## src/rtl/disp_trace_multi_if.sv

```systemverilog
// disp_trace_multi_if: framebuffer arbiter write port
interface arbiter_if #(
   parameter int AW = 32,
   parameter int DW = 16
);
   logic          req;
   logic          ack;
   logic          wr;
   logic [AW-1:0] addr;
   logic [DW-1:0] data;
   modport master (output req, addr, data, wr, input ack);
   modport slave  (input req, addr, data, wr, output ack);
endinterface

```

## src/rtl/disp_trace_multi.sv

```systemverilog
// disp_trace_multi: renders enabled sample channels as dot or Bresenham polyline traces into the framebuffer
module disp_trace_multi #(
   parameter int CH   = 4,
   parameter int SW   = 10,
   parameter int SIZE = 64,
   parameter int W    = 320,
   parameter int H    = 240,
   parameter int BASE = 0,
   parameter int SWAP = 'h20000
) (
   input  logic                                clkSYS,
   input  logic                                n_reset,
   input  logic                                start,
   output logic                                done,
   input  logic                                stat,
   input  logic                                mode,
   input  logic [CH-1:0]                       ch_en,
   input  logic [CH*16-1:0]                    colour,
   output logic [(CH > 1 ? $clog2(CH) : 1)-1:0] smpl_ch,
   output logic                                smpl_ready,
   input  logic                                smpl_valid,
   input  logic [SW-1:0]                       smpl,
   arbiter_if.master                           arb
);
   localparam int CHW   = CH > 1 ? $clog2(CH) : 1;
   localparam int XW    = $clog2(W);
   localparam int YW    = $clog2(H);
   localparam int IW    = $clog2(SIZE + 1);
   localparam int PW    = SW + YW + 1;
   localparam int EW    = (XW > YW ? XW : YW) + 3;
   localparam int XSTEP = (W - 1) / (SIZE - 1);

   typedef enum logic [2:0] {IDLE, SEEK, FETCH, PLOT, FIN} state_t;

   state_t                state, state_n;
   logic [CH-1:0]         pend;
   logic                  mode_q, stat_q;
   logic [IW-1:0]         idx;
   logic [XW-1:0]         px, tx, x_n;
   logic [YW-1:0]         py, ty, y_n, dy_abs;
   logic                  sy;
   logic signed [EW-1:0]  dx, dy, err, e2, dx_n, dy_n;
   logic [PW-1:0]         prod;
   logic [CHW-1:0]        sel;
   logic                  req_q;
   logic [31:0]           addr_q, pix, base;
   logic [15:0]           data_q;
   logic                  accept, at_end, step_x, step_y, last;

   assign smpl_ready = state == FETCH;
   assign accept     = smpl_ready && smpl_valid;
   assign prod       = PW'(smpl) * PW'(H);
   assign y_n        = YW'(PW'(H - 1) - (prod >> SW));
   assign x_n        = idx == '0 ? '0 : px + XW'(XSTEP);
   assign dy_abs     = y_n >= py ? y_n - py : py - y_n;
   assign dx_n       = EW'(x_n) - EW'(px);
   assign dy_n       = EW'(0) - EW'(dy_abs);
   assign e2         = err <<< 1;
   assign step_x     = e2 >= dy;
   assign step_y     = e2 <= dx;
   assign at_end     = px == tx && py == ty;
   assign last       = idx == IW'(SIZE);
   assign pix        = 32'(py) * 32'(W) + 32'(px);
   assign base       = stat_q ? 32'(SWAP) : 32'(BASE);
   assign arb.req    = req_q;
   assign arb.addr   = addr_q;
   assign arb.data   = data_q;
   assign arb.wr     = 1'b1;

   // lowest still-pending channel wins
   always_comb begin
      sel = '0;
      for (int i = CH - 1; i >= 0; i--) if (pend[i]) sel = CHW'(i);
   end

   // state register
   always_ff @(posedge clkSYS or negedge n_reset) begin
      if (!n_reset) state <= IDLE;
      else state <= state_n;
   end

   // next-state: line mode sample 0 only seeds the previous point, so it loops back to fetch
   always_comb begin
      state_n = state;
      case (state)
         IDLE:    state_n = start ? SEEK : IDLE;
         SEEK:    state_n = pend == '0 ? FIN : FETCH;
         FETCH:   if (accept) state_n = (!mode_q && idx == '0) ? FETCH : PLOT;
         PLOT:    if (req_q && arb.ack && at_end) state_n = last ? SEEK : FETCH;
         FIN:     state_n = IDLE;
         default: state_n = IDLE;
      endcase
   end

   // datapath: frame latches, sample conversion, Bresenham stepping and the write handshake
   always_ff @(posedge clkSYS or negedge n_reset) begin
      if (!n_reset) begin
         pend    <= '0;
         mode_q  <= 1'b0;
         stat_q  <= 1'b0;
         idx     <= '0;
         px      <= '0;
         py      <= '0;
         tx      <= '0;
         ty      <= '0;
         sy      <= 1'b0;
         dx      <= '0;
         dy      <= '0;
         err     <= '0;
         req_q   <= 1'b0;
         addr_q  <= '0;
         data_q  <= '0;
         smpl_ch <= '0;
         done    <= 1'b0;
      end else begin
         done <= state_n == FIN;
         case (state)
            IDLE: if (start) begin
               pend   <= ch_en;
               mode_q <= mode;
               stat_q <= stat;
            end
            SEEK: if (pend != '0) begin
               smpl_ch   <= sel;
               pend[sel] <= 1'b0;
               idx       <= '0;
            end
            FETCH: if (accept) begin
               idx <= idx + IW'(1);
               tx  <= x_n;
               ty  <= y_n;
               dx  <= dx_n;
               dy  <= dy_n;
               err <= dx_n + dy_n;
               sy  <= y_n >= py;
               if (mode_q || idx == '0) begin
                  px <= x_n;
                  py <= y_n;
               end
            end
            PLOT: if (!req_q) begin
               req_q  <= 1'b1;
               addr_q <= base | pix;
               data_q <= colour[32'(smpl_ch) * 16 +: 16];
            end else if (arb.ack) begin
               req_q <= 1'b0;
               if (!at_end) begin
                  err <= err + (step_x ? dy : '0) + (step_y ? dx : '0);
                  px  <= px + XW'(step_x);
                  py  <= sy ? py + YW'(step_y) : py - YW'(step_y);
               end
            end
            default: ;
         endcase
      end
   end
endmodule

```

## src/flat_wrapper.sv

```systemverilog
// flat-port wrapper written by rule: the top's interface ports become plain ports
module disp_trace_multi_flat 
#(
   parameter int CH   = 4,
   parameter int SW   = 10,
   parameter int SIZE = 64,
   parameter int W    = 320,
   parameter int H    = 240,
   parameter int BASE = 0,
   parameter int SWAP = 'h20000
)
  (clkSYS, n_reset, start, done, stat, mode, ch_en, colour, smpl_ch, smpl_ready, smpl_valid, smpl, arb_req, arb_addr, arb_data, arb_wr, arb_ack);
  arbiter_if arb_i ();
  input  logic clkSYS;
  input  logic n_reset;
  input  logic start;
  output logic done;
  input  logic stat;
  input  logic mode;
  input  logic [CH-1:0] ch_en;
  input  logic [CH*16-1:0] colour;
  output logic [(CH > 1 ? $clog2(CH) : 1)-1:0] smpl_ch;
  output logic smpl_ready;
  input  logic smpl_valid;
  input  logic [SW-1:0] smpl;
  output wire logic [$bits(arb_i.req)-1:0] arb_req;
  output wire logic [$bits(arb_i.addr)-1:0] arb_addr;
  output wire logic [$bits(arb_i.data)-1:0] arb_data;
  output wire logic [$bits(arb_i.wr)-1:0] arb_wr;
  input wire logic [$bits(arb_i.ack)-1:0] arb_ack;
  assign arb_req = arb_i.req;
  assign arb_addr = arb_i.addr;
  assign arb_data = arb_i.data;
  assign arb_wr = arb_i.wr;
  assign arb_i.ack = arb_ack;
  disp_trace_multi #(.CH(CH), .SW(SW), .SIZE(SIZE), .W(W), .H(H), .BASE(BASE), .SWAP(SWAP)) u_core (.clkSYS(clkSYS), .n_reset(n_reset), .start(start), .done(done), .stat(stat), .mode(mode), .ch_en(ch_en), .colour(colour), .smpl_ch(smpl_ch), .smpl_ready(smpl_ready), .smpl_valid(smpl_valid), .smpl(smpl), .arb(arb_i));
endmodule
```

## config.mk

```make
export PLATFORM = sky130hd
export DESIGN_NAME = disp_trace_multi_flat
export DESIGN_NICKNAME = d
export VERILOG_FILES = /design/src/rtl/disp_trace_multi_if.sv /design/src/rtl/disp_trace_multi.sv /design/src/flat_wrapper.sv
export SDC_FILE = /design/constraint.sdc
export NUM_CORES = 1
export LEC_CHECK = 0
export ABC_AREA = 1
export BUFFER_PORTS_ARGS = -buffer_cell sky130_fd_sc_hd__buf_2
export CORE_UTILIZATION = 40
export DETAILED_ROUTE_END_ITERATION = 8
export PLACE_DENSITY_LB_ADDON = 0.1
export SYNTH_ARGS = -nofsm -noshare
export SYNTH_HDL_FRONTEND = slang
export SYNTH_SLANG_ARGS = --single-unit
```

## constraint.sdc

```tcl
create_clock -name clkSYS -period 7.45 [get_ports clkSYS]
set_input_delay 1.49 -clock clkSYS [delete_from_list [all_inputs] [get_ports clkSYS]]
set_output_delay 1.49 -clock clkSYS [all_outputs]
set_load 0.03 [all_outputs]
```

==> results.yml, run 1 <==
placement:
  gp_congestion: 0.840
  dpl-instance-area_um2: 11800
  portBuffers: 123
  dp_cells: 1917
  pre_cts_ws_ns: -0.156
  dp_hpwl_um: 20700
yosys:
  synth_area_um2: 10700
  synthFlopType: "dfrtp_1"
  synth_cell_type_count: 55
  syn_inst: 1464
  seq_area_frac_synth_pct: 27.7
  yosysWarnings: 0
  synth-edff-count: 0
  syn_area_per_cell_um2: 7.33
  synthArstFlopShare_pct: 100
  synth-seq-cells: 119
clock_tree:
  cts.sink_count: 119
  insertion_delay_ns: 0.43
  cts-root-buf: "clkbuf_16"
  clockBufferDepth: 2
  clkTransAtPathRegs_ns: 0.06
  cts_tree: "yes"
  cts_buffers: 17
  cts_max_level: 4
cells_and_area:
  layout_common_cells: "nand2_1 (283), inv_1 (211), nor2_1 (150)"
  fin_util_pct: 47.8
  n_antenna_cell: 0
  drive_above_1_share_pct: 17.9
  fin_area_um2: 12500
  fin_cells: 1954
  layout_commonest_cell: "nand2_1"
  nets: 1828
  syn2layout_area_growth_pct: 16.6
sta:
  finalSetupViolations: 0
  fin_worst_skew_ns: 0.00963
  fin_crit_ns: 6.93
  hold_viol: 0
  rsz0062_at_grt: "false"
  worst_slack_ns: 0.520
  max_freq_mhz: 144
  slew_headroom_pct: 26.9
  maxSlewViolCount: 0
  fin_crit_sh_pct: 93.0
  worstMarginPinSlew_ns: 1.10
global_routing:
  gr-total-overflow: 0
  grtUsageTotal_pct: 20.7
  grt_pass1_vias: 9388
  grt_max_degree: 74
  antenna_found_initial: 0
  grt_pass1_wl_um: 46600
worst_setup_path:
  worst_path_largest_cell_delay_ns: 0.56
  path_max_fanout: 5
  crit_type: "in2reg"
  end_kind: "flop"
  arrival_ns: 7.29
  critical_path_required_ns: 7.81
  crit_path_start_kind: "input pin"
  slowest_stage: "fa_1"
  cp_common_cell: "nand2_1"
worst_hold_path:
  hold_class: "reg2reg"
detailed_routing:
  wl_um: 27000
  dr_total_vias: 9543
  ant_nets: 0
  drc_errors: 10
  first_pass_iters: 7
  wl_per_cell_um: 13.8
  dr.first_iter.drc_count: 582
  via_per_inst: 4.88
die:
  die_w_um: 166
  core_area_um2: 26200
  die_area_um2: 27500
  io_pins: 139
  rows: 59
  die_h_um: 166
  initial_core_util_pct: 41.0
status:
  status: "finished with violations"
  violations: "DRC"
flow_run:
  maxCapViolations: 0
==> final cells by class <==
cell class                 instances  area [µm²]
clock inverter                    14         116
multi-input combinational       1077        6770
timing repair buffer             168         956
tap                              335         419
clock buffer                      18         439
fill                            2646       13700
inverter                         223         837
sequential                       119        2980
==> cells by family (layout without fill, tap and decap cells) <==
kind of cell | count (synthesis) | in the layout | share of synthesized area (%)
compound gates | 284 | 284 | 14.8
xor+xnor | 52 | 52 | 4.24
fa+ha+maj | 137 | 137 | 18.3
buf+inv | 281 | 423 | 10.5
flops | 119 | 119 | 27.7
other cells | 2 | 15 | 0.0699
simple gates | 589 | 589 | 24.3
==> synth_stat cells, drive strengths merged (5+ instances only) <==
cell / instances / area [µm²]
inv: 220 / 826
clkbuf: 38 / 143
nand4: 7 / 43.8
o22ai: 6 / 37.5
dfrtp: 119 / 2980
a31oi: 22 / 138
a21oi: 78 / 413
o21bai: 8 / 63.8
nor3: 14 / 70.1
ha: 104 / 1300
or2: 12 / 77.6
nand2: 310 / 1260
buf: 20 / 153
o21ai: 144 / 724
a22oi: 5 / 37.5
xnor2: 18 / 158
fa: 33 / 661
xor2: 34 / 298
nor2: 164 / 677
nand3: 69 / 395
o211ai: 7 / 52.6
==> stage by stage <==
step	hold WS [ns]	TNS, ns
2_1_floorplan	0.453	0
3_3_place_gp	0.453	-0.000489
3_5_place_dp	0.454	-0.336
4_1_cts	0.470	0
5_1_grt	0.481	0
6_report	0.466	0
==> final timing paths <==
path / cells after the start / endpoint / slack [ns] / start
max: 38 / u_core.err[8] / 0.52 / smpl[1]
min: 2 / u_core.arb.addr[6] / 0.47 / u_core.arb.addr[6]
min in group asynchronous: 1 / u_core.arb.data[3] / 1.06 / n_reset
max reg2reg: 24 / u_core.err[9] / 2.65 / u_core.err[0]
max in group asynchronous: 2 / u_core.dy[6] / 4.95 / n_reset
min reg2reg: 2 / u_core.arb.addr[6] / 0.47 / u_core.arb.addr[6]
==> metal layers <==
layer | track usage [%] | vias up | wire, µm
met5 | 0 | - | 0
met3 | 3.29 | 17 | 651
met4 | 3.90 | 0 | 208
met2 | 35.3 | 119 | 12800
li1 | - | 4974 | -
met1 | 28.0 | 4433 | 13300
==> flip-flops by register name, indices dropped and copies added, names as in the netlist, 3 cells and up <==
signal           cells
u_core.dy            9
u_core.state         3
u_core.tx            9
u_core.px            9
u_core.arb.addr     18
u_core.ty            8
u_core.pend          4
u_core.py            8
u_core.err          11
u_core.dx           10
u_core.arb.data     16
u_core.idx           7
==> repair_timing <==
action	in CTS	in global routing
hold buffers	0	0
resized for setup	0	19
endpoints found under the setup margin	0	7
setup buffers	0	5
==> critical path: cells and delay by family <==
kind / cells / cell delay, ns
and+or+nand+nor: 18 / 1.58
AOI/OAI and AO/OA: 5 / 0.84
xor gates and xnor gates: 2 / 0.35
adders and majority gates: 6 / 2.35
buffers and inverters: 7 / 0.68
Power of run 1 is left out: the tool's default activity adds up to more than one toggle a clock period on the data nets, which glitch-free logic cannot reach.
==> inputs of run 2 (changes only) <==
--- a/config.mk
+++ b/config.mk
@@ -6,9 +6,9 @@
 export NUM_CORES = 1
 export LEC_CHECK = 0
 export ABC_AREA = 1
-export BUFFER_PORTS_ARGS = -buffer_cell sky130_fd_sc_hd__buf_2
 export CORE_UTILIZATION = 40
 export DETAILED_ROUTE_END_ITERATION = 8
+export DONT_BUFFER_PORTS = 1
 export PLACE_DENSITY_LB_ADDON = 0.1
 export SYNTH_ARGS = -nofsm -noshare
 export SYNTH_HDL_FRONTEND = slang
==> results.yml, run 2 (synthesized netlist as in run 1, its figures left out) <==
placement:
  pre_cts_ws_ns: -0.131
  dpl-instance-area_um2: 11100
  portBuffers: 0
  dp_hpwl_um: 20200
  dp_cells: 1784
  gp_congestion: 0.821
cells_and_area:
  largest_reg_flops: 18
  syn2layout_area_growth_pct: 9.94
  drive_above_1_share_pct: 10.0
  n_antenna_cell: 0
  layout_commonest_cell: "nand2_1"
  nets: 1695
  fin_cells: 1821
  layout_common_cells: "nand2_1 (284), inv_1 (213), nor2_1 (151)"
  fin_area_um2: 11800
clock_tree:
  insertion_delay_ns: 0.42
  clkTransAtPathRegs_ns: 0.07
  cts_buffers: 17
  cts_max_level: 4
  cts.sink_count: 119
  cts_tree: "yes"
  cts-root-buf: "clkbuf_16"
  clockBufferDepth: 2
worst_hold_path:
  hold_class: "reg2reg"
  worstHoldStart: "u_core.dy[0]"
worst_setup_path:
  path_buf_inv: 8
  crit_family: "adder cells"
  critical_path_required_ns: 7.81
  crit_type: "in2reg"
  end_kind: "flop"
  crit-reg2reg-launch: "u_core.err[0]"
  slowest_stage: "fa_1"
  cp_common_cell: "nand2_1"
  worst_path_largest_cell_delay_ns: 0.51
  path_max_fanout: 8
  arrival_ns: 7.37
  crit_path_start: "smpl[5]"
  crit_path_start_kind: "input pin"
status:
  violations: "DRC"
  status: "finished with violations"
detailed_routing:
  wl_per_cell_um: 14.6
  via_per_inst: 4.97
  first_pass_iters: 7
  dr_total_vias: 9049
  drc_errors: 10
  dr.first_iter.drc_count: 528
  wl_um: 26600
  ant_nets: 0
sta:
  worstMarginPinSlew_ns: 0.942
  worst_slack_ns: 0.435
  slew_headroom_pct: 37.0
  max_freq_mhz: 143
  maxSlewViolCount: 0
  fin_crit_sh_pct: 94.2
  finalSetupViolations: 0
  fin_crit_ns: 7.02
  fin_worst_skew_ns: 0.0102
  hold_viol: 0
die:
  rows: 59
  die_area_um2: 27500
  die_h_um: 166
  io_pins: 139
  core_area_um2: 26200
  die_w_um: 166
  initial_core_util_pct: 41.0
global_routing:
  antenna_found_initial: 0
  grtUsageTotal_pct: 20.1
  grt_max_degree: 120
  grt_pass1_vias: 8867
  grt_pass1_wl_um: 44900
  gr-total-overflow: 0
flow_run:
  maxCapViolations: 0
[run 2: cell count changes in the layout (fill, tap and decap cells not counted), moves of 2 or more]
cell,previous run,this run
clkinv_4,3,1
inv_2,9,5
buf_4,46,34
inv_1,211,213
buf_2,122,0
ha_4,3,1
inv_8,2,7
ha_1,101,103
clkinv_2,2,0
[run 2: worst reg2reg max path, stage by stage (launching register included)]
cell and delay [ns]:
dfrtp_1 0.43, ha_1 0.30, a21oi_1 0.06, o21ai_0 0.32, nand3_1 0.13, o2111ai_1 0.13
xor2_1 0.77, nand2_1 0.15, fa_1 0.46, inv_1 0.06, ha_1 0.18, inv_1 0.06
fa_1 0.40, nor2_1 0.12, o21ai_0 0.09, nand2_1 0.11, a21oi_1 0.09, o21bai_1 0.18
nand2_1 0.09, nand2_1 0.07, a21oi_1 0.07, o21ai_0 0.15, a21oi_1 0.06, nor2_1 0.15
a21oi_2 0.08
[run 2: worst paths after layout]
| check | to | slack, ns | depth (start not counted) |
|---|---|---|---|
| setup / recovery | u_core.err[7] | 0.43 | 35 |
| max in group asynchronous | u_core.dx[7] | 6.46 | 0 |
| setup reg to reg | u_core.err[9] | 2.64 | 24 |
| min in group asynchronous | u_core.arb.data[3] | 0.76 | 0 |
| hold / removal | u_core.dy[0] | 0.49 | 2 |
| hold reg to reg | u_core.dy[0] | 0.49 | 2 |
[run 2: final cells by class]
cell class,instances,area (µm²)
inverters,223,845
fillers,2695,14400
repair buffers,35,263
clock inverters,15,146
clock buffers,17,425
multi-input cells,1077,6730
flip-flops and latches,119,2980
well taps,335,419
[run 2: metrics by stage]
step	hold slack [ns]	setup TNS, ns	util (%)
finish	0.488	0	45.0
CTS	0.490	0	44.7
global placement	0.472	0	42.5
global route	0.525	-0.0109	45.0
detailed placement	0.475	-0.198	42.5
floorplan	0.453	0	-
[run 2: metal layers]
layer  vias up  GRT usage (%)  share of wire, %
met3        16           3.24               3.5
met2       145           34.1                47
met4         0           4.31               1.0
li1       4703              -                 -
met1      4185           27.0                49
met5         -              0                 0
[run 2: what timing repair did]
| action | 4_1_cts | 5_1_grt |
|---|---|---|
| setup endpoints to repair | 0 | 3 |
| setup buffers | 0 | 5 |
| gates resized for setup | 0 | 11 |
| hold buffers | 0 | 0 |
Power of run 2 is left out for the same reason.
==> inputs of run 3 (changes only) <==
==> constraint.sdc (replaced) <==
create_clock -name clkSYS -period 8.18 [get_ports clkSYS]
set_input_delay 1.636 -clock clkSYS [delete_from_list [all_inputs] [get_ports clkSYS]]
set_output_delay 1.636 -clock clkSYS [all_outputs]
set_load 0.03 [all_outputs]
==> results.yml, run 3 (synthesized netlist as in run 1, its figures left out) <==
detailed_routing:
  ant_nets: 0
  wl_per_cell_um: 14.9
  via_per_inst: 5.05
  drc_errors: 10
  dr.first_iter.drc_count: 480
  first_pass_iters: 7
  dr_total_vias: 9039
  wl_um: 26800
clock_tree:
  post_cts_buffers: 0
  cts.sink_count: 119
  cts-hold-fix-buffers: 0
  cts-root-buf: "clkbuf_16"
  cts_resized: 0
  clockBufferDepth: 2
  cts_buffers: 17
  clkTransAtPathRegs_ns: 0.06
  cts_max_level: 4
  insertion_delay_ns: 0.43
  cts_tree: "yes"
worst_setup_path:
  timing.rr.end: "u_core.err[9]"
  end_kind: "flop"
  crit_path_start_kind: "input pin"
  arrival_ns: 7.86
  critical_path_required_ns: 8.54
  slowest_stage: "fa_1"
  crit-reg2reg-launch: "u_core.dx[7]"
  path_max_fanout: 15
  cp_common_cell: "inv_1"
  rrSetupSlack_ns: 3.14
  worst_path_largest_cell_delay_ns: 0.51
  r2r_cells: 28
  crit_type: "in2reg"
status:
  status: "finished with violations"
  violations: "DRC"
placement:
  pre_cts_ws_ns: 0.0670
  gp_congestion: 0.843
  dp_hpwl_um: 20300
  portBuffers: 0
  dpl-instance-area_um2: 11000
cells_and_area:
  num-fill-cells: 2709
  syn2layout_area_growth_pct: 7.62
  nets: 1665
  layout_commonest_cell: "nand2_1"
  fin_area_um2: 11600
  largest_reg_flops: 18
  layout_common_cells: "nand2_1 (284), inv_1 (215), nor2_1 (151)"
  drive_above_1_share_pct: 7.83
  n_antenna_cell: 0
global_routing:
  gr-total-overflow: 0
  grt_pass1_wl_um: 44800
  grt_max_degree: 120
  grt_pass1_vias: 8869
  grtUsageTotal_pct: 20.3
  antenna_found_initial: 0
sta:
  rsz0062_at_grt: "false"
  fin_crit_ns: 7.50
  finalSetupViolations: 0
  worstMarginPinSlew_ns: 1.30
  maxSlewViolCount: 0
  fin_crit_sh_pct: 91.7
  max_freq_mhz: 133
  worst_slack_ns: 0.677
  hold_viol: 0
  slew_headroom_pct: 13.4
  hold_ws_ns: 0.501
  fin_tns_setup_ns: 0
  fin_worst_skew_ns: 0.00997
die:
  rows: 59
  core_area_um2: 26200
  io_pins: 139
  die_h_um: 166
  die_area_um2: 27500
  initial_core_util_pct: 41.0
  die_w_um: 166
worst_hold_path:
  hold_depth: 2
  min_to: "u_core.tx[4]"
  worstHoldStart: "u_core.tx[4]"
  hold_class: "reg2reg"
flow_run:
  maxCapViolations: 0
## run 3: changes by cell type in the layout (fill, tap and decap cells not counted), sizes merged
cell | previous run | this run
clkbuf | 18 | 17
clkinv | 4 | 6
clkinvlp | 4 | 2
buf | 34 | 5
## run 3: layer usage
layer / wire length [µm] / part of all wire (%) / GRT usage (%) / vias up
met5: 0 / 0 / 0 / -
met4: 242 / 0.90 / 4.51 / 0
met3: 699 / 2.6 / 3.43 / 14
met2: 13000 / 49 / 34.9 / 137
met1: 12800 / 48 / 26.6 / 4237
li1: - / - / - / 4651
## run 3: worst max-delay path, delay by kind of cell
family	cells	cell delay [ns]
buffers and inverters	7	0.55
XOR/XNOR	1	0.24
adder cells (fa/ha/maj)	6	2.18
AO/OA/AOI/OAI	7	1.21
AND/OR/NAND/NOR	15	2.01
## run 3: per-stage QoR
step                util, %  cells
floorplan                 -   1477
global placement       41.8   1759
detailed placement     41.8   1759
CTS                    44.0   1791
global route           44.1   1791
finish                 44.1   1791
## run 3: area by class of cell
cell class / instances / area, µm² / share of cell area [%]
clock buffers: 17 / 425 / 3.68
flip-flops and latches: 119 / 2980 / 25.8
multi-input cells: 1077 / 6710 / 58.0
well taps: 335 / 419 / 3.63
inverters: 223 / 837 / 7.24
repair buffers: 5 / 37.5 / 0.325
clock inverters: 15 / 151 / 1.31
## run 3: worst max-delay path by stage
stage	cells past startpoint	start	to	slack [ns]
after global placement	36	smpl[6]	u_core.err[10]	0.24
after CTS	36	smpl[5]	u_core.err[10]	0.50
after floorplan	36	smpl[5]	u_core.err[10]	0.77
final	36	smpl[6]	u_core.err[10]	0.68
after global routing	38	smpl[6]	u_core.err[10]	0.05
after detailed placement	36	smpl[5]	u_core.err[10]	0.07
Power of run 3 is left out for the same reason.
